--- src/rtl/cam_sensor_tx_pkg.sv ---
// Shared types and constants for the camera sensor emulator: FSM states,
// pattern select codes and the CRC-16-CCITT helper.
package cam_sensor_tx_pkg;

    typedef enum logic [2:0] {
        ST_IDLE,
        ST_VSYNC,
        ST_VBP,
        ST_ACTIVE,
        ST_HBLANK,
        ST_VFP
    } state_t;

    typedef enum logic [1:0] {
        PAT_HRAMP   = 2'd0,
        PAT_VRAMP   = 2'd1,
        PAT_CHECKER = 2'd2,
        PAT_FRAME   = 2'd3
    } pattern_t;

    localparam logic [15:0] CRC_POLY = 16'h1021;
    localparam logic [15:0] CRC_INIT = 16'hFFFF;

    // MSB-first CRC-16-CCITT over one byte
    function automatic logic [15:0] crc16_byte(input logic [15:0] crc, input logic [7:0] data);
        logic [15:0] c;
        c = crc ^ {data, 8'h00};
        for (int i = 0; i < 8; i++) begin
            c = c[15] ? ((c << 1) ^ CRC_POLY) : (c << 1);
        end
        return c;
    endfunction

endpackage

--- src/rtl/cam_tx_pattern_gen.sv ---
// Combinational test-pattern pixel function: (x, line, frame_cnt, sel) -> y.
module cam_tx_pattern_gen
    import cam_sensor_tx_pkg::*;
(
    input  logic [7:0] x,
    input  logic [7:0] line,
    input  logic [7:0] frame_cnt,
    input  pattern_t   sel,
    output logic [7:0] y
);

    always_comb begin
        y = 8'h00;
        case (sel)
            PAT_HRAMP:   y = x;
            PAT_VRAMP:   y = line;
            PAT_CHECKER: y = (x[3] ^ line[3]) ? 8'hFF : 8'h00;
            PAT_FRAME:   y = frame_cnt + x;
            default:     y = 8'h00;
        endcase
    end

endmodule

--- src/rtl/cam_sensor_tx.sv ---
// Camera sensor emulator: pclk/hsync/vsync + 8-bit Y test patterns.
// Optional CRC-16 of each frame's active pixels when CAM_SENSOR_TX_CRC_EN is defined.
module cam_sensor_tx
    import cam_sensor_tx_pkg::*;
#(
    parameter int H_ACTIVE    = 160,
    parameter int H_BLANK     = 16,
    parameter int V_ACTIVE    = 120,
    parameter int VSYNC_LINES = 2,
    parameter int VBP_LINES   = 2,
    parameter int VFP_LINES   = 2,
    parameter int PCLK_DIV    = 2
) (
    input  logic        clk_i,
    input  logic        reset_n,
    input  logic        cam_rst,
    input  logic        cam_enb,
    input  logic [1:0]  pattern_sel,
    output logic [7:0]  cam_y,
    output logic        cam_pclk,
    output logic        cam_hsync,
    output logic        cam_vsync,
    output logic        frame_done,
    output logic [7:0]  frame_cnt
`ifdef CAM_SENSOR_TX_CRC_EN
    ,
    output logic [15:0] crc_o,
    output logic        crc_valid
`endif
);

    localparam logic [15:0] X_LAST     = 16'(H_ACTIVE + H_BLANK - 1);
    localparam logic [15:0] H_ACT_LAST = 16'(H_ACTIVE - 1);
    localparam logic [15:0] VS_LAST    = 16'(VSYNC_LINES - 1);
    localparam logic [15:0] VBP_LAST   = 16'(VBP_LINES - 1);
    localparam logic [15:0] VA_LAST    = 16'(V_ACTIVE - 1);
    localparam logic [15:0] VFP_LAST   = 16'(VFP_LINES - 1);
    localparam logic [15:0] DIV_LAST   = 16'(PCLK_DIV - 1);

    state_t      state, nxt_state;
    logic [15:0] x, nxt_x, line, nxt_line, div;
    logic        pclk, fall, frame_end, enter_vsync;
    logic        nxt_hsync, nxt_vsync;
    logic [7:0]  pix, nxt_y;
    pattern_t    sel_q;

    // Every state/data change happens on the clk_i edge where pclk falls
    assign fall = (state != ST_IDLE) && pclk && (div == DIV_LAST);

    always_comb begin
        nxt_state   = state;
        nxt_x       = x;
        nxt_line    = line;
        frame_end   = 1'b0;
        enter_vsync = 1'b0;
        if (state == ST_IDLE) begin
            if (cam_enb) begin
                nxt_state   = ST_VSYNC;
                nxt_x       = '0;
                nxt_line    = '0;
                enter_vsync = 1'b1;
            end
        end else if (fall) begin
            nxt_x = x + 16'd1;
            if (state == ST_ACTIVE) begin
                if (x == H_ACT_LAST) nxt_state = ST_HBLANK;
            end else if (x == X_LAST) begin
                nxt_x    = '0;
                nxt_line = line + 16'd1;
                case (state)
                    ST_VSYNC: if (line == VS_LAST) begin
                        nxt_state = ST_VBP;
                        nxt_line  = '0;
                    end
                    ST_VBP: if (line == VBP_LAST) begin
                        nxt_state = ST_ACTIVE;
                        nxt_line  = '0;
                    end
                    ST_HBLANK: begin
                        if (line == VA_LAST) begin
                            nxt_state = ST_VFP;
                            nxt_line  = '0;
                        end else begin
                            nxt_state = ST_ACTIVE;
                        end
                    end
                    ST_VFP: if (line == VFP_LAST) begin
                        nxt_line  = '0;
                        frame_end = 1'b1;
                        if (cam_enb) begin
                            nxt_state   = ST_VSYNC;
                            enter_vsync = 1'b1;
                        end else begin
                            nxt_state = ST_IDLE;
                        end
                    end
                    default: ;
                endcase
            end
        end
    end

    cam_tx_pattern_gen u_pattern (
        .x         (nxt_x[7:0]),
        .line      (nxt_line[7:0]),
        .frame_cnt (frame_cnt),
        .sel       (sel_q),
        .y         (pix)
    );

    assign nxt_hsync = (nxt_state == ST_ACTIVE);
    assign nxt_vsync = (nxt_state == ST_VSYNC);
    assign nxt_y     = nxt_hsync ? pix : 8'h00;

    always_ff @(posedge clk_i or negedge reset_n) begin
        if (!reset_n) begin
            state <= ST_IDLE;
            x     <= '0;
            line  <= '0;
        end else if (cam_rst) begin
            state <= ST_IDLE;
            x     <= '0;
            line  <= '0;
        end else begin
            state <= nxt_state;
            x     <= nxt_x;
            line  <= nxt_line;
        end
    end

    always_ff @(posedge clk_i or negedge reset_n) begin
        if (!reset_n) begin
            div        <= '0;
            pclk       <= 1'b0;
            sel_q      <= PAT_HRAMP;
            cam_y      <= 8'h00;
            cam_hsync  <= 1'b0;
            cam_vsync  <= 1'b0;
            frame_done <= 1'b0;
            frame_cnt  <= 8'h00;
        end else if (cam_rst) begin
            div        <= '0;
            pclk       <= 1'b0;
            sel_q      <= PAT_HRAMP;
            cam_y      <= 8'h00;
            cam_hsync  <= 1'b0;
            cam_vsync  <= 1'b0;
            frame_done <= 1'b0;
            frame_cnt  <= 8'h00;
        end else begin
            // Divider idles at zero so the first fall is one full pclk period after leaving IDLE
            if (state == ST_IDLE) begin
                div  <= '0;
                pclk <= 1'b0;
            end else if (div == DIV_LAST) begin
                div  <= '0;
                pclk <= ~pclk;
            end else begin
                div <= div + 16'd1;
            end
            if (enter_vsync) sel_q <= pattern_t'(pattern_sel);
            cam_y      <= nxt_y;
            cam_hsync  <= nxt_hsync;
            cam_vsync  <= nxt_vsync;
            frame_done <= frame_end;
            frame_cnt  <= frame_cnt + 8'(frame_end);
        end
    end

    assign cam_pclk = pclk;

`ifdef CAM_SENSOR_TX_CRC_EN
    logic [15:0] crc_acc;

    always_ff @(posedge clk_i or negedge reset_n) begin
        if (!reset_n) begin
            crc_acc   <= CRC_INIT;
            crc_o     <= 16'h0000;
            crc_valid <= 1'b0;
        end else if (cam_rst) begin
            crc_acc   <= CRC_INIT;
            crc_o     <= 16'h0000;
            crc_valid <= 1'b0;
        end else begin
            crc_valid <= frame_end;
            if (frame_end) crc_o <= crc_acc;
            if (enter_vsync) begin
                crc_acc <= CRC_INIT;
            end else if (fall && nxt_hsync) begin
                crc_acc <= crc16_byte(crc_acc, nxt_y);
            end
        end
    end
`endif

endmodule

--- config.mk ---
export PLATFORM = sky130hd
export DESIGN_NAME = cam_sensor_tx
export DESIGN_NICKNAME = d
export VERILOG_FILES = /design/src/rtl/cam_sensor_tx_pkg.sv /design/src/rtl/cam_tx_pattern_gen.sv /design/src/rtl/cam_sensor_tx.sv
export SDC_FILE = /design/constraint.sdc
export NUM_CORES = 1
export LEC_CHECK = 0
export BUFFER_PORTS_ARGS = -buffer_cell sky130_fd_sc_hd__buf_2
export CAP_MARGIN = 20
export CORE_ASPECT_RATIO = 1.75
export CORE_MARGIN = 2
export CORE_UTILIZATION = 50
export CTS_CLUSTER_SIZE = 16
export DETAILED_ROUTE_END_ITERATION = 7
export PLACE_DENSITY = 0.67
export SKIP_CTS_REPAIR_TIMING = 1
export SLEW_MARGIN = 5
export SYNTH_ARGS = -nofsm -noshare
export SYNTH_HDL_FRONTEND = slang
export SYNTH_SLANG_ARGS = --single-unit
--- constraint.sdc ---
create_clock -name clk_i -period 3.7 [get_ports clk_i]
set_input_delay 0.37 -clock clk_i [delete_from_list [all_inputs] [get_ports clk_i]]
set_output_delay 0.37 -clock clk_i [all_outputs]
set_load 0.02 [all_outputs]
# ---- Word-level counts from Yosys, hierarchy flattened
# Index checks and enable logic that the tools add are counted.
dict set report totals {
  elab_cells 106
  in_bits 6
  regBits 73
}
dict set report classes {
  eq_ne 17
  n_mux 57
  reduce_logical 12
  add_sub_neg 5
  bitwise 2
}
# operator n
set ops {}
lappend ops {{$mux W16} 17}
lappend ops {{$add A16 B1 Y16 const B} 3}
lappend ops {{$mux W3} 11}
lappend ops {{$eq A16 B1 Y1 const B} 2}
lappend ops {{$eq A16 B8 Y1 const B} 2}
lappend ops {{$mux W8} 4}
lappend ops {{$pmux W16 S2} 1}
lappend ops {{$pmux W8 S4} 1}
lappend ops {{$mux W1} 20}
lappend ops {{$eq A16 B7 Y1 const B} 1}
lappend ops {{$pmux W3 S4} 1}
lappend ops {{$reduce_bool A3 Y1} 4}
lappend ops {{$eq A3 B2 Y1 const B} 3}
lappend ops {{$add A8 B1 Y8} 1}
lappend ops {{$add A8 B8 Y8} 1}
lappend ops {{$eq A3 B1 Y1 const B} 2}
lappend ops {{$eq A3 B3 Y1 const B} 2}
lappend ops {{$ne A3 B3 Y1 const B} 2}
lappend ops {{$eq A2 B2 Y1 const B} 2}
lappend ops {{$mux W2} 2}
lappend ops {{$reduce_and A4 Y1} 1}
lappend ops {{$logic_not A3 Y1} 1}
lappend ops {{$reduce_or A3 Y1} 1}
lappend ops {{$eq A2 B1 Y1 const B} 1}
lappend ops {{other kinds (6)} 7}

# ---- Depth between registers and ports, before layout
# Gate-level depths: netlist (run 1).
dict set report logic_depth {
  ltp_word 12
  ltp_mapped 19
  depth_no_buf 18
}

# ---- Cells and area by module
# Synthesis (run 1) repeated with hierarchy kept, for this count alone.
dict set report unflattened {
  hier_cells 515
  hier_area_um2 4618.2
}
# module cells_each area_each_um2 n_inst seq_area_each_um2
set by_module_without_submodules {}
lappend by_module_without_submodules {cam_sensor_tx 450 4135.2 1 1826.8}
lappend by_module_without_submodules {cam_tx_pattern_gen 65 483.0 1 0.0}

# ---- Worst setup path after synthesis (run 1)
# Ideal clock, no wire load.
dict set report synth_timing {
  kind {reg2reg}
  from {register div[1]}
  to {register cam_y[7]}
  synth_period_minus_slack_ns 3.420
  setup_slack_ns 0.280
  arrival_time_ns 3.326
  t_required_ns 3.606
  stages_incl_launch_ff 17
  setup_time_ns 0.094
  path_cell_list {dfrtp_1 > inv_1 > ha_1 > nor4b_1 > nand4_1 > and3_1 > a311oi_1 > nand2_1 > ha_1 > nand3_1 > o211ai_1 > nor4_1 > nor3_1 > xnor2_1 > xnor2_1 > mux2_4 > a221oi_2}
}
dict set report synth_via {
  elab_chain_cells 9
  word_cells_on_any_way 15
  classes_between {add/sub: 1; eq/ne: 2; mux: 10; bitwise: 1; reduce/logical: 1}
}
# item line_no
set synth_lines {}
lappend synth_lines {{from (decl)} cam_sensor_tx.sv:41} ;# logic [15:0] x, nxt_x, line, nxt_line, div;
lappend synth_lines {{from (signal assigned)} cam_sensor_tx.sv:159} ;# div <= div + 16'd1;
lappend synth_lines {{$eq A16 B1 Y1 *} cam_sensor_tx.sv:48} ;# assign fall = (state != ST_IDLE) && pclk && (div == DIV_LAST);
lappend synth_lines {{$logic_and A1 B1 Y1 *} cam_sensor_tx.sv:48}
lappend synth_lines {{branches (longest 5 deep; another with $add A8 B8 Y8)} -}
lappend synth_lines {{$mux W8 *} cam_sensor_tx.sv:113} ;# assign nxt_y = nxt_hsync ? pix : 8'h00;
lappend synth_lines {{$mux W8 *} cam_sensor_tx.sv:141} ;# end else if (cam_rst) begin
lappend synth_lines {{to (signal assigned)} cam_sensor_tx.sv:162} ;# cam_y <= nxt_y;
lappend synth_lines {{to (decl)} cam_sensor_tx.sv:19} ;# output logic [7:0] cam_y,
# Every way passes the cells marked *. The select of a mux whose other input is x is not followed.
# A chain may end at the register's enable or synchronous reset.

# ---- Worst setup path after layout (run 1)
# Ends and elaborated chain as after synthesis.

==> results.json, run 1 <==
{
  "status": "finished, final reports clean",
  "grt_pass1_wl_mm": 19.7,
  "synth_nets": 538,
  "gp_congestion": 0.901,
  "cp.arrival_ns": 3.73,
  "min_period_ns": 3.48,
  "drtIter0Drc": 329,
  "fin_area_um2": 5370,
  "vias": 4115,
  "area_growth_pct": 17.0,
  "synth_seq_cells": 73,
  "max_slew.worst_pin.slew_ns": 0.909,
  "leakage_nw": 2.39,
  "cp_slowest_stage_delay_ns": 0.38,
  "crit_family": "simple AND/OR/NAND/NOR gates",
  "p_comb_frac": 0.068,
  "rsz0062_at_grt": "true",
  "wl_mm": 12.0,
  "rows": 46,
  "pwr-share-clk": 0.507,
  "skew_ns": 0.00589,
  "die_w_um": 76.4,
  "netlist_top_cells_count": "dfrtp_1 (73), nor2_1 (67), nand2_1 (46)",
  "nets": 580,
  "hpwl_mm": 8.95,
  "sw_frac_of_total": 0.229,
  "n_antenna_cell": 0,
  "power.total_mw": 1.91,
  "switchingPower_mw": 0.436,
  "insertion_delay_ns": 0.34,
  "required_ns": 3.95,
  "crit_chain": "inv_1 > ha_1 > nor4b_4 > nand4_1 > nor4_4 > a21oi_1 > o21ai_1 > o31a_1 > inv_1 > ha_4 > nand3_1 > o211ai_1 > nor4_1 > nor3_1 > xnor2_1 > xnor2_1 > mux2_4 > a221oi_2",
  "slew_viol_final": 0,
  "grt_max_degree": 74,
  "syn_avg_cell_area_um2": 8.87,
  "io_pins": 26,
  "critical_path_class": "register to register",
  "max-clock-path-buffers": 2,
  "stdcell_count": 684,
  "power_density_nw_per_um2": 355,
  "drive_gt1_frac": 0.158,
  "clk_pin_slew_ns": 0.06,
  "place_inst": 666,
  "finalHoldViolCount": 0,
  "yosysWarnings": 0,
  "peakVddDrop_v": 0.000333,
  "start_util": 0.511,
  "async_flop_share": 1.00,
  "cts_made_buffers": 9,
  "slowest_stage": "nor4_4",
  "syn_area_um2": 4590,
  "clkSinkCount": 73,
  "ys_top_cells_by_area": "dfrtp_1 (40%), nor2_1 (5.5%), xor2_1 (4.2%)",
  "yosysTopAreaCell": "dfrtp_1",
  "antenna_found_initial": 0,
  "relSlewSlack": 0.394,
  "coreArea_um2": 8980,
  "startpoint_type": "register",
  "maxCapViolCount": 0,
  "setup_viol": 0,
  "routedWlPerCell_um": 17.6,
  "end_kind": "register",
  "die_h_um": 131,
  "internal_power_mw": 1.47,
  "hp-class": "input pin to asynchronous set/reset pin",
  "viasPerCell": 6.02,
  "port_buffers": 25,
  "drt-pass1-iter-count": 5,
  "first_global_vias": 4040,
  "track_usage": 0.250,
  "fmax_ghz": 0.287,
  "cts_tree": "built",
  "finalCritPeriodShare": 0.941,
  "die_area_um2": 9990,
  "drc_errors": 0,
  "cts_max_level": 3,
  "synthFlopType": "dfrtp_1",
  "final_util": 0.598,
  "synth.distinct_cells": 64,
  "grt_overflow": 0,
  "seqPwrFrac": 0.425,
  "root_buffer": "clkbuf_16",
  "synth.most_common_cell": "dfrtp_1",
  "placed_area_um2": 4950,
  "crit_buf_inv": 2,
  "synth_top_area_share": 0.398,
  "cp_max_fo": 4,
  "syn_inst": 517,
  "ant_nets": 0,
  "synth_edf_count": 0,
  "ys_seq_area_frac": 0.398
}
[cell usage in the layout (no fill, tap or decap), drive strengths merged, types with 4 or more instances in the layout]
| cell type | n |
|---|---|
| dfrtp | 73 |
| nor2 | 67 |
| xnor2 | 13 |
| nand2b | 11 |
| ha | 14 |
| o31ai | 4 |
| nand4 | 12 |
| o21ai | 36 |
| nor4b | 6 |
| a21oi | 20 |
| or3 | 7 |
| a21o | 5 |
| inv | 13 |
| nor4 | 12 |
| nor3 | 15 |
| and2 | 5 |
| and4 | 4 |
| clkbuf | 12 |
| a211oi | 4 |
| mux2i | 5 |
| o22ai | 4 |
| and3 | 19 |
| nor2b | 14 |
| buf | 47 |
| xor2 | 22 |
| nand2 | 46 |
| nand3 | 26 |
[logic make-up after synthesis]
| group | count (synthesis) | share of synthesized area |
|---|---|---|
| muxes | 7 | 0.0166 |
| and+or+nand+nor | 258 | 0.303 |
| buffers and inverters | 29 | 0.0251 |
| DFF | 73 | 0.398 |
| adders and majority gates | 15 | 0.0425 |
| xor gates and xnor gates | 35 | 0.0668 |
| AOI/OAI and AO/OA | 100 | 0.148 |
[worst register-to-register path: stages (launching register included)]
cell	delay, ns
dfrtp_1	0.37
inv_1	0.05
ha_1	0.16
nor4b_4	0.22
nand4_1	0.17
nor4_4	0.38
a21oi_1	0.11
o21ai_1	0.12
o31a_1	0.16
inv_1	0.07
ha_4	0.28
nand3_1	0.07
o211ai_1	0.24
nor4_1	0.08
nor3_1	0.18
xnor2_1	0.12
xnor2_1	0.13
mux2_4	0.27
a221oi_2	0.20
[power groups by stage]
stage	clock network [mW]	registers, mW	logic, mW
final	0.966	0.810	0.129
after global routing	1.01	0.811	0.142
after CTS	0.983	0.810	0.126
after detailed placement	0	0.825	0.126
after global placement	0	0.825	0.123
after floorplan	0	0.824	0.0741
[worst paths after layout]
path                                      from   endpoint  slack (ns)  cells past startpoint
worst min register to register           x[15]      x[15]        0.54                      1
worst max register to register          div[1]   cam_y[7]        0.22                     18
worst min-delay path                   reset_n  cam_hsync        0.16                      1
min in group clk_i              pattern_sel[0]   sel_q[0]        0.28                      3
worst max-delay path                    div[1]   cam_y[7]        0.22                     18
max in group asynchronous              reset_n     div[1]        2.95                      1
[registers in the layout, summed over array words and instances, names as in the netlist, 2 cells and up]
signal and flops:
state 3, frame_cnt 8, cam_y 8, div 16, x 16, line 16
sel_q 2
[through the flow]
| stage | setup TNS, ns | worst slack [ns] | hold WS (ns) |
|---|---|---|---|
| 6_report | 0 | 0.219 | 0.162 |
| 5_1_grt | -0.131 | -0.131 | 0.254 |
| 4_1_cts | 0 | 0.0254 | 0.211 |
| 2_1_floorplan | 0 | 0.280 | 0.0744 |
| 3_3_place_gp | 0 | 0.124 | 0.502 |
| 3_5_place_dp | 0 | 0.0531 | 0.531 |
[cell type report]
| class | count | area, um^2 |
|---|---|---|
| inverters | 13 | 48.8 |
| fillers | 830 | 3610 |
| multi-input cells | 415 | 2720 |
| well taps | 120 | 150 |
| flip-flops and latches | 73 | 1830 |
| clock buffers | 12 | 256 |
| clock inverters | 4 | 75.1 |
| repair buffers | 47 | 293 |
[routing by layer]
metal | up-vias | GRT usage | part of all wire
met5 | - | 0 | 0
met4 | 0 | 0.161 | 0.059
met3 | 44 | 0.0433 | 0.034
met2 | 111 | 0.459 | 0.52
met1 | 2015 | 0.264 | 0.39
li1 | 1945 | - | -
Note: power is estimated with default switching activity, not from simulation.
==> inputs of run 2 (changes only) <==
--- a/config.mk
+++ b/config.mk
@@ -7,12 +7,14 @@
 export LEC_CHECK = 0
 export BUFFER_PORTS_ARGS = -buffer_cell sky130_fd_sc_hd__buf_2
 export CAP_MARGIN = 20
+export CELL_PAD_IN_SITES_DETAIL_PLACEMENT = 0
+export CELL_PAD_IN_SITES_GLOBAL_PLACEMENT = 1
 export CORE_ASPECT_RATIO = 1.75
 export CORE_MARGIN = 2
-export CORE_UTILIZATION = 50
+export CORE_UTILIZATION = 47
 export CTS_CLUSTER_SIZE = 16
 export DETAILED_ROUTE_END_ITERATION = 7
-export PLACE_DENSITY = 0.67
+export PLACE_DENSITY_LB_ADDON = 0.1
 export SKIP_CTS_REPAIR_TIMING = 1
 export SLEW_MARGIN = 5
 export SYNTH_ARGS = -nofsm -noshare
==> run 2 against run 1 <==
Net effect: non-clock buffer count up 6; global-route usage rose by 0.19 points; critical path depth unchanged; total power is 8.7% lower; routed wire length rose by 6.0%; critical endpoint unchanged.
==> results.json, run 2 (synthesis gave the netlist of run 1 again) <==
{
  "m1WireLength_mm": 4.93,
  "critical_path_class": "register to register",
  "crit_chain": "inv_1 > ha_1 > nor4b_4 > nand4_1 > nor4_4 > a21oi_1 > o21ai_1 > o31a_1 > inv_1 > ha_4 > nand3_1 > o211ai_1 > nor4_1 > nor3_1 > xnor2_1 > xnor2_1 > mux2_4 > a221oi_2",
  "max_slew.worst_pin.slew_ns": 0.935,
  "clk_pin_slew_ns": 0.06,
  "final_common_cell": "dfrtp_1",
  "slowest_stage": "dfrtp_1",
  "die_h_um": 135,
  "skew_ns": 0.00515,
  "max-clock-path-buffers": 2,
  "rr_worst_depth": 18,
  "end_kind": "register",
  "grt_pass1_wl_mm": 20.3,
  "r2r-start": "div[1]",
  "n_antenna_cell": 0,
  "cts_tree": "built",
  "io_pins": 26,
  "required_ns": 3.94,
  "wl_mm": 12.7,
  "relSlewSlack": 0.377,
  "layout_common_cells": "dfrtp_1 (73), nor2_1 (67), nand2_1 (46)",
  "dr_wl_met3_um": 340,
  "port_buffers": 25,
  "cp.arrival_ns": 3.85,
  "hold_ws_ns": 0.172,
  "power_density_nw_per_um2": 324,
  "viasPerCell": 5.81,
  "cts_max_level": 3,
  "insertion_delay_ns": 0.34,
  "hp-class": "input pin to asynchronous set/reset pin",
  "first_global_vias": 3870,
  "vias": 4020,
  "maxCapViolCount": 0,
  "die_area_um2": 10600,
  "r2r-end": "cam_y[7]",
  "final_util": 0.566,
  "track_usage": 0.252,
  "drtIter0Drc": 258,
  "status": "finished, final reports clean",
  "fmax_ghz": 0.278,
  "die_w_um": 78.7,
  "drc_errors": 0,
  "nets": 586,
  "startpoint_type": "register",
  "finalCritPeriodShare": 0.974,
  "min_period_ns": 3.60,
  "ant_nets": 0,
  "finalHoldViolCount": 0,
  "grt_overflow": 0,
  "rows": 47,
  "cp_slowest_stage_delay_ns": 0.38,
  "hpwl_mm": 9.58,
  "antenna_found_initial": 0,
  "rsz0062_at_grt": "true",
  "start_util": 0.485,
  "routedWlPerCell_um": 18.4,
  "cp_max_fo": 4,
  "drive_gt1_frac": 0.168,
  "gp_congestion": 0.909,
  "slew_viol_final": 0,
  "fillers": 894,
  "clkSinkCount": 73,
  "cts_made_buffers": 9,
  "area_growth_pct": 16.9,
  "root_buffer": "clkbuf_16",
  "rrSetupSlack_ns": 0.1,
  "top_regs": "div (16), line (16), x (16)",
  "setup_viol": 0,
  "grt_max_degree": 74,
  "leakage_nw": 2.39,
  "top_layer": "met4",
  "peakVddDrop_v": 0.000229,
  "coreArea_um2": 9470,
  "wl_met2_mm": 7.03,
  "drt-pass1-iter-count": 4
}
run 2: where the power goes:
group,switching [mW],internal [mW]
Sequential,0.00805,0.804
Clock,0.344,0.450
Combinational,0.0921,0.0413
Total,0.444,1.30
run 2: how the worst max path moves through the flow:
stage,from,endpoint,slack [ns],depth (start not counted)
6_report,div[1],cam_y[7],0.1,18
5_1_grt,div[1],cam_y[7],-0.20,18
4_1_cts,div[1],cam_y[7],-0.007,18
3_5_place_dp,div[1],cam_y[7],0.02,18
3_3_place_gp,div[1],cam_y[7],0.08,16
2_1_floorplan,div[1],cam_y[7],0.28,16
run 2: layout make-up:
cell class                 count  area (um^2)  area share
clock buffer                   9          225      0.0420
clock inverter                 7         47.5     0.00887
inverter                      13         48.8     0.00910
multi-input combinational    415         2710       0.505
sequential                    73         1830       0.341
tap                          122          153      0.0285
timing repair buffer          53          350      0.0653
run 2: metal layers:
metal | track usage | vias to the layer above
li1 | - | 1955
met1 | 0.276 | 1965
met2 | 0.467 | 77
met3 | 0.0361 | 23
met4 | 0.119 | 0
met5 | 0 | -
run 2: worst max-delay path: cells and delay by family, from the launching register on:
family / cells / cell delay, ns
XOR/XNOR: 2 / 0.26
multiplexers: 1 / 0.27
AND/OR/NAND/NOR: 6 / 1.15
AO/OA/AOI/OAI: 5 / 0.84
adder cells (fa/ha/maj): 2 / 0.46
flip-flops: 1 / 0.38
buffers and inverters: 2 / 0.14
run 2: per-stage QoR:
step / setup WS, ns / TNS (ns) / area (um^2) / total power, mW / cells
after CTS: -0.00739 / -0.00739 / 5270 / 1.76 / 688
after global placement: 0.0778 / 0 / 4990 / 0.957 / 672
after floorplan: 0.280 / 0 / 4590 / 0.898 / 517
after detailed placement: 0.0176 / 0 / 4990 / 0.958 / 672
final: 0.0965 / 0 / 5360 / 1.74 / 692
after global routing: -0.199 / -0.257 / 5360 / 1.80 / 692
==> inputs of run 3 (changes only) <==
--- a/config.mk
+++ b/config.mk
@@ -14,7 +14,8 @@
 export CORE_UTILIZATION = 47
 export CTS_CLUSTER_SIZE = 16
 export DETAILED_ROUTE_END_ITERATION = 7
-export PLACE_DENSITY_LB_ADDON = 0.1
+export MAX_ROUTING_LAYER = met4
+export PLACE_DENSITY = 0.77
 export SKIP_CTS_REPAIR_TIMING = 1
 export SLEW_MARGIN = 5
 export SYNTH_ARGS = -nofsm -noshare
==> run 3 against run 2 <==
Net effect: combinational power about the same; worst setup slack improved by 0.030 ns; maximum frequency grew 0.83%; cell count increased by 0.14%; critical path depth down 2; clock skew grew 0.0034 ns; routed wire length increased by 0.87%; non-clock buffer count grew 2; sequential share of layout area fell by 0.62 points; clock power grew 36%.
==> results.json, run 3 (synthesis gave the netlist of run 1 again) <==
{
  "die_area_um2": 10600,
  "power.total_mw": 2.02,
  "max-clock-path-buffers": 2,
  "gr-usage-met2": 0.474,
  "grt_pass1_wl_mm": 21.2,
  "finalCritPeriodShare": 0.966,
  "vias": 4062,
  "fin_area_um2": 5460,
  "power_density_nw_per_um2": 370,
  "insertion_delay_ns": 0.34,
  "layout_setup_ws_ns": 0.126,
  "max_slew.worst_pin.slew_ns": 0.904,
  "coreArea_um2": 9470,
  "cts_made_buffers": 9,
  "cts_tree": "built",
  "root_buffer": "clkbuf_16",
  "final_common_cell": "dfrtp_1",
  "io_pins": 26,
  "top_regs": "div (16), line (16), x (16)",
  "place_inst": 675,
  "stdcell_count": 693,
  "finalHoldViolCount": 0,
  "cp.arrival_ns": 3.82,
  "startpoint_type": "register",
  "slew_viol_final": 0,
  "grt_overflow": 0,
  "relSlewSlack": 0.397,
  "status": "finished, final reports clean",
  "port_buffers": 25,
  "required_ns": 3.95,
  "r2r-start": "div[6]",
  "slowest_stage": "dfrtp_1",
  "n_antenna_cell": 0,
  "cts_max_level": 3,
  "drt-pass1-iter-count": 5,
  "hp-class": "input pin to asynchronous set/reset pin",
  "final_util": 0.577,
  "placed_area_um2": 5000,
  "routedWlPerCell_um": 18.5,
  "use_met1": 0.290,
  "drc_errors": 0,
  "peakVddDrop_v": 0.000226,
  "min_period_ns": 3.57,
  "cpMostUsedCell": "xnor2_1",
  "top_usage_layer": "met2",
  "grt_max_degree": 74,
  "start_util": 0.485,
  "antenna_found_initial": 0,
  "clkSinkCount": 73,
  "viasPerCell": 5.86,
  "gp_congestion": 0.917,
  "nets": 588,
  "rsz0062_at_grt": "true",
  "skew_ns": 0.00857,
  "crit_start": "div[6]",
  "dp_slack_ns": -0.00785,
  "rrSetupSlack_ns": 0.13,
  "fmax_ghz": 0.280,
  "hold_ws_ns": 0.174,
  "first_global_vias": 4159,
  "drive_gt1_frac": 0.168,
  "rows": 47,
  "crit_family": "simple AND/OR/NAND/NOR gates",
  "area_growth_pct": 19.0,
  "drtIter0Drc": 264,
  "setup_viol": 0,
  "ant_nets": 0,
  "clk_pin_slew_ns": 0.06,
  "r2r-end": "cam_y[7]",
  "crit_buf_inv": 1,
  "cp_max_fo": 6,
  "fin_tns_setup_ns": 0,
  "maxCapViolCount": 0,
  "cp_slowest_stage_delay_ns": 0.46,
  "critical_path_class": "register to register",
  "wl_mm": 12.8,
  "leakage_nw": 2.45,
  "end_kind": "register",
  "track_usage": 0.267,
  "met3_usage": 0.0368,
  "crit_chain": "nor4_2 > nand4_1 > nor4_4 > a21oi_1 > o21ai_1 > o31a_1 > inv_1 > ha_4 > nand3_1 > o211ai_1 > nor4_1 > nor3_1 > xnor2_1 > xnor2_1 > mux2_4 > a221oi_2",
  "hpwl_mm": 9.69,
  "die_h_um": 135,
  "rr_worst_depth": 16,
  "layout_common_cells": "dfrtp_1 (73), nor2_1 (67), nand2_1 (46)",
  "die_w_um": 78.7
}
run 3: changes by cell type in the layout (fill, tap and decap cells not counted), moves of 2 or more:
cell        change
buf_4           +3
bufinv_16       +4
clkinv_2        -2
clkinvlp_4      -4
run 3: how the worst max path moves through the flow:
stage,to,slack (ns),cells past startpoint
final,cam_y[7],0.13,16
after global routing,cam_y[7],-0.13,18
after CTS,cam_y[7],-0.03,18
after detailed placement,cam_y[7],-0.008,18
after global placement,cam_y[6],0.1,18
after floorplan,cam_y[7],0.28,16
run 3: cell type report:
type,count,area [um^2]
fillers,882,4010
multi-input cells,415,2710
flip-flops and latches,73,1830
repair buffers,55,353
clock buffers,10,239
well taps,122,153
clock inverters,5,128
inverters,13,48.8
run 3: where the power goes:
part | switching, mW | total, mW | internal, mW
Clock | 0.335 | 1.08 | 0.741
Sequential | 0.00591 | 0.810 | 0.804
Combinational | 0.0921 | 0.133 | 0.0405
run 3: metal layers:
layer	vias to the layer above	part of all wire	wire (um)
met5	-	0	0
met4	0	0.038	490
met3	31	0.025	320
met2	75	0.55	7070
met1	2007	0.39	4960
li1	1949	-	-
